## src/rtl/mips_ctrl_pkg.sv

```systemverilog
// Shared definitions for the multicycle MIPS control path: opcodes, ALU
// operation classes and the controller state encoding exposed on state_o.
package mips_ctrl_pkg;

    localparam logic [5:0] OP_RTYPE = 6'b000000;
    localparam logic [5:0] OP_LW    = 6'b100011;
    localparam logic [5:0] OP_SW    = 6'b101011;
    localparam logic [5:0] OP_BEQ   = 6'b000100;
    localparam logic [5:0] OP_J     = 6'b000010;
    localparam logic [5:0] OP_ADDI  = 6'b001000;
    localparam logic [5:0] OP_ANDI  = 6'b001100;
    localparam logic [5:0] OP_ORI   = 6'b001101;
    localparam logic [5:0] OP_SLTI  = 6'b001010;

    localparam logic [2:0] ALU_RTYPE = 3'b010;
    localparam logic [2:0] ALU_ADD   = 3'b011;
    localparam logic [2:0] ALU_SUB   = 3'b100;
    localparam logic [2:0] ALU_AND   = 3'b111;
    localparam logic [2:0] ALU_OR    = 3'b101;
    localparam logic [2:0] ALU_SLT   = 3'b001;

    typedef enum logic [3:0] {
        S_FETCH  = 4'd0,
        S_DECODE = 4'd1,
        S_MEMADR = 4'd2,
        S_MEMRD  = 4'd3,
        S_MEMWB  = 4'd4,
        S_MEMWR  = 4'd5,
        S_EXEC   = 4'd6,
        S_RWB    = 4'd7,
        S_BRANCH = 4'd8,
        S_JUMP   = 4'd9,
        S_IMMEX  = 4'd10,
        S_IMMWB  = 4'd11,
        S_HALT   = 4'd15
    } state_e;

    function automatic logic is_imm_op(input logic [5:0] op);
        return (op == OP_ADDI) || (op == OP_ANDI) || (op == OP_ORI) || (op == OP_SLTI);
    endfunction

endpackage

```

## src/rtl/multicycle_control.sv

```systemverilog
// Moore controller sequencing MIPS instructions over the shared multicycle
// datapath, with a bounded memory-ready wait and a sticky timeout halt.
module multicycle_control
    import mips_ctrl_pkg::*;
#(
    parameter int unsigned ALUOPW         = 3,
    parameter int unsigned ENABLE_IMM     = 1,
    parameter int unsigned TIMEOUT_CYCLES = 255,
    parameter int unsigned CNTW           = 8
) (
    input  logic              clk,
    input  logic              rst_n,
    input  logic [5:0]        opcode,
    input  logic              mem_ready,
    output logic              pc_write,
    output logic              pc_write_cond,
    output logic              iord,
    output logic              mem_read,
    output logic              mem_write,
    output logic              ir_write,
    output logic              mem_to_reg,
    output logic              reg_dst,
    output logic              reg_write,
    output logic              alu_src_a,
    output logic [1:0]        alu_src_b,
    output logic [ALUOPW-1:0] alu_op,
    output logic [1:0]        pc_source,
    output logic              illegal_op,
    output logic              mem_timeout,
    output logic              instr_done,
    output logic [3:0]        state_o
);

    localparam logic [CNTW-1:0] WAIT_LAST = CNTW'(TIMEOUT_CYCLES - 1);

    state_e          state_q, state_d;
    logic [CNTW-1:0] wait_q, wait_d;
    logic            timeout_q, timeout_d;
    logic            op_legal;
    logic            mem_state;

    assign op_legal = (opcode == OP_RTYPE) || (opcode == OP_LW) || (opcode == OP_SW) ||
                      (opcode == OP_BEQ) || (opcode == OP_J) ||
                      ((ENABLE_IMM != 0) && is_imm_op(opcode));
    assign mem_state = (state_q == S_FETCH) || (state_q == S_MEMRD) || (state_q == S_MEMWR);

    always_comb begin
        state_d   = state_q;
        wait_d    = '0;
        timeout_d = timeout_q;
        case (state_q)
            S_FETCH:  if (mem_ready) state_d = S_DECODE;
            S_DECODE: begin
                if (!op_legal)                 state_d = S_FETCH;
                else if (opcode == OP_RTYPE)   state_d = S_EXEC;
                else if (opcode == OP_BEQ)     state_d = S_BRANCH;
                else if (opcode == OP_J)       state_d = S_JUMP;
                else if (is_imm_op(opcode))    state_d = S_IMMEX;
                else                           state_d = S_MEMADR;
            end
            S_MEMADR: state_d = (opcode == OP_LW) ? S_MEMRD : S_MEMWR;
            S_MEMRD:  if (mem_ready) state_d = S_MEMWB;
            S_MEMWR:  if (mem_ready) state_d = S_FETCH;
            S_EXEC:   state_d = S_RWB;
            S_IMMEX:  state_d = S_IMMWB;
            S_HALT:   state_d = S_HALT;
            default:  state_d = S_FETCH;
        endcase
        // A completing access wins over the timeout on the final wait cycle.
        if (mem_state && !mem_ready) begin
            if (wait_q == WAIT_LAST) begin
                state_d   = S_HALT;
                timeout_d = 1'b1;
            end else begin
                wait_d = wait_q + CNTW'(1);
            end
        end
    end

    always_ff @(posedge clk or negedge rst_n) begin
        if (!rst_n) begin
            state_q   <= S_FETCH;
            wait_q    <= '0;
            timeout_q <= 1'b0;
        end else begin
            state_q   <= state_d;
            wait_q    <= wait_d;
            timeout_q <= timeout_d;
        end
    end

    always_comb begin
        pc_write      = 1'b0;
        pc_write_cond = 1'b0;
        iord          = 1'b0;
        mem_read      = 1'b0;
        mem_write     = 1'b0;
        ir_write      = 1'b0;
        mem_to_reg    = 1'b0;
        reg_dst       = 1'b0;
        reg_write     = 1'b0;
        alu_src_a     = 1'b0;
        alu_src_b     = 2'b00;
        alu_op        = '0;
        pc_source     = 2'b00;
        illegal_op    = 1'b0;
        instr_done    = 1'b0;
        case (state_q)
            S_FETCH: begin
                mem_read  = 1'b1;
                alu_src_b = 2'b01;
                alu_op    = ALUOPW'(ALU_ADD);
                ir_write  = mem_ready;
                pc_write  = mem_ready;
            end
            S_DECODE: begin
                alu_src_b  = 2'b11;
                alu_op     = ALUOPW'(ALU_ADD);
                illegal_op = !op_legal;
            end
            S_MEMADR: begin
                alu_src_a = 1'b1;
                alu_src_b = 2'b10;
                alu_op    = ALUOPW'(ALU_ADD);
            end
            S_MEMRD: begin
                mem_read = 1'b1;
                iord     = 1'b1;
            end
            S_MEMWB: begin
                reg_write  = 1'b1;
                mem_to_reg = 1'b1;
                instr_done = 1'b1;
            end
            S_MEMWR: begin
                mem_write  = 1'b1;
                iord       = 1'b1;
                instr_done = mem_ready;
            end
            S_EXEC: begin
                alu_src_a = 1'b1;
                alu_op    = ALUOPW'(ALU_RTYPE);
            end
            S_RWB: begin
                reg_write  = 1'b1;
                reg_dst    = 1'b1;
                instr_done = 1'b1;
            end
            S_BRANCH: begin
                alu_src_a     = 1'b1;
                alu_op        = ALUOPW'(ALU_SUB);
                pc_write_cond = 1'b1;
                pc_source     = 2'b01;
                instr_done    = 1'b1;
            end
            S_JUMP: begin
                pc_write   = 1'b1;
                pc_source  = 2'b10;
                instr_done = 1'b1;
            end
            S_IMMEX: begin
                alu_src_a = 1'b1;
                alu_src_b = 2'b10;
                case (opcode)
                    OP_ANDI: alu_op = ALUOPW'(ALU_AND);
                    OP_ORI:  alu_op = ALUOPW'(ALU_OR);
                    OP_SLTI: alu_op = ALUOPW'(ALU_SLT);
                    default: alu_op = ALUOPW'(ALU_ADD);
                endcase
            end
            S_IMMWB: begin
                reg_write  = 1'b1;
                instr_done = 1'b1;
            end
            default: ;
        endcase
    end

    assign mem_timeout = timeout_q;
    assign state_o     = state_q;

endmodule

```

## config.mk

```make
export PLATFORM = sky130hd
export DESIGN_NAME = multicycle_control
export DESIGN_NICKNAME = d
export VERILOG_FILES = /design/src/rtl/mips_ctrl_pkg.sv /design/src/rtl/multicycle_control.sv
export SDC_FILE = /design/constraint.sdc
export NUM_CORES = 1
export LEC_CHECK = 0
export CAP_MARGIN = 20
export CELL_PAD_IN_SITES_DETAIL_PLACEMENT = 1
export CELL_PAD_IN_SITES_GLOBAL_PLACEMENT = 2
export CORE_MARGIN = 5
export CORE_UTILIZATION = 28
export DETAILED_ROUTE_END_ITERATION = 12
export GPL_ROUTABILITY_DRIVEN = 0
export GPL_TIMING_DRIVEN = 0
export HOLD_SLACK_MARGIN = 0.08
export PLACE_DENSITY = 0.93
export SLEW_MARGIN = 0
export SYNTH_ARGS = -nofsm -noshare
export SYNTH_HDL_FRONTEND = slang
export SYNTH_SLANG_ARGS = --single-unit
```

## constraint.sdc

```tcl
create_clock -name clk -period 3.8 [get_ports clk]
set_input_delay 0.57 -clock clk [delete_from_list [all_inputs] [get_ports clk]]
set_output_delay 0.57 -clock clk [all_outputs]
set_load 0.02 [all_outputs]
```

==> flow_summary.toml <==
[route]
num_vias = 1101
drtIter0Drc = 38
viasPerCell = 5.12
dr.pass1.iters = 4
route.detailed.drc = 0
antenna_left = 0
wire_per_inst_um = 14.5
routed_wl_mm = 3.13

[global_route]
grt_pass1_wl_mm = 5.31
grt.total_usage_pct = 12.5
overflow = 0
antenna_found_initial = 0
grt_max_degree = 14
grt_pass1_vias = 1148

[critical_path]
setup.worst_path.class = "in -> out"
r2r_slack_ps = 2000
crit_required_ps = 3230
cp_max_fo = 7
start_kind = "input port"
arrival_ps = 2380
critPathCaptureType = "primary output"
rr_worst_depth = 5

[placement]
detailedPlace.worstSlack_ps = 831
hpwl_mm = 2.48
numPortBuffers = 30

[synthesis]
ys_seq_area_share_pct = 30.2
syn_nets = 144
muxShareOfSynthArea_pct = 0
synth_fa_ha_area_share_pct = 2.32
yosys.area_share.simple_pct = 36.4
synthArstFlopShare_pct = 100
ys_ff_latch = 13
syn-instance-count = 133
ys.flop_type = "dfrtp_1"
synth_xor_area_share_pct = 7.31
syn_area_um2 = 1080
synth_cell_types = 45
synth_top_family_by_area = "simple AND/OR/NAND/NOR gates"
syn_avg_cell_area_um2 = 8.11
yosysWarnings = 0
synth_edf_count = 0
synth_compound_area_share_pct = 15.8

[final_layout]
num_antenna_cells = 0
area_delta_synth_final_pct = 37.6
final_util_pct = 40.2
final_common_cell = "clkdlybuf4s50_1"
fill_cells = 473
drive_above_1_share_pct = 8.98
fin_nets = 179
final_cell_mix = "clkdlybuf4s50_1 (30), nor2_1 (20), dfrtp_1 (13)"

[timing]
fmax_mhz = 339
period_needed_ps = 2950
final-setup-viol-count = 0
rsz0062_at_grt = "no"
fin_crit_sh_pct = 77.6
final.setup.tns_ps = 0
fin_ws_ps = 850
finClkSkew_ps = 1.02
worst_pin_slew_ps = 567
final_hold_viol_count = 0
max_slew_margin_pct = 62.1
report.final.slew_viol_count = 0

[die]
io_pins = 33
die_area_um2 = 5190
initial_core_util_pct = 29.2
fp.dieH_um = 72.1
die_x_um = 72.1
coreArea_um2 = 3690
rows = 22

[clock_tree]
clock-sinks = 13
root_buffer = "clkbuf_8"
cts_buffer_depth = 2
worstSkewPairLatency_ps = 240
path_clk_slew_ps = 50
cts_resized = 0
post_cts_buffers = 0
tritoncts = "built"
htree_levels = 1
cts_hold_buf = 0
numCtsBuffers = 3

[pwr]
power.leakage_nw = 0.585
ir_worst_vdd_mv = 0.160
power_density_nw_per_um2 = 440

[hold_path]
min_path_cells = 1
hp-class = "reg -> reg"

[run_status]
status = "completed"

[job]
cap_viol_max_count = 0
==> power breakdown <==
group	internal [mW]	switching [mW]
clock	0.0741	0.0489
combinational	0.160	0.199
sequential	0.153	0.0189
total	0.387	0.266
==> stage by stage <==
stage	cells	cell area (um^2)	total power [mW]	hold WS, ps
finish	215	1480	0.654	478
CTS	215	1480	0.664	489
global placement	211	1440	0.529	473
floorplan	133	1080	0.386	274
global route	215	1480	0.699	504
detailed placement	211	1440	0.536	473
==> critical path, stage by stage <==
cell	delay (ps)
clkdlybuf4s50_1	520
nor2_1	220
nand4_1	160
a211oi_1	280
clkdlybuf4s50_1	640
==> kinds of logic after synthesis <==
logic type	after synthesis
xor+xnor	9
fa+ha+maj	2
simple gates	71
buf+inv	15
compound gates	23
flops	13
==> synthesized netlist by cell type (2+ instances only) <==
library cell / instances / area, um^2
nand2_1: 5 / 18.8
dfrtp_1: 13 / 325
o21ai_0: 2 / 10.0
nor2_1: 20 / 75.1
xnor2_1: 4 / 35.0
xor2_1: 5 / 43.8
a211oi_1: 2 / 15.0
and3_1: 2 / 12.5
nand3_1: 7 / 35.0
and2_1: 3 / 18.8
or2_2: 2 / 12.5
inv_1: 5 / 18.8
and4_1: 2 / 17.5
nor3b_1: 3 / 22.5
buf_6: 3 / 33.8
clkbuf_1: 3 / 11.3
nand4_1: 2 / 12.5
or4_1: 2 / 15.0
nand2b_1: 6 / 37.5
buf_2: 3 / 15.0
a21oi_1: 6 / 30.0
nor3_1: 8 / 40.0
a21o_1: 2 / 15.0
ha_1: 2 / 25.0
==> layout make-up <==
class | instances | area (um^2) | area share (%)
Clock buffer | 4 | 45.0 | 3.04
Buffer | 10 | 67.6 | 4.55
Tap cell | 48 | 60.1 | 4.05
Inverter | 5 | 18.8 | 1.26
Multi-Input combinational cell | 105 | 667 | 44.9
Sequential cell | 13 | 325 | 21.9
Timing Repair Buffer | 30 | 300 | 20.2
==> path summary, 6_finish.rpt <==
check                            start          end
setup reg to reg            state_o[2]   state_o[0]
min in group asynchronous        rst_n    wait_q[0]
hold / removal             mem_timeout  mem_timeout
hold reg to reg            mem_timeout  mem_timeout
max in group asynchronous        rst_n    wait_q[3]
setup / recovery             opcode[4]    alu_op[2]
==> routing by layer <==
layer / track usage [%] / wire [um] / vias to the layer above
met5: 0 / 0 / -
met4: 5.64 / 44 / 0
met3: 1.25 / 89 / 6
met2: 20.7 / 1530 / 19
met1: 16.4 / 1460 / 532
li1: - / - / 544
==> registers in the layout, indices dropped and copies added, names as in the netlist <==
signal	cells
state_o	4
mem_timeout	1
wait_q	8
Note: power is estimated with default switching activity, not from simulation.
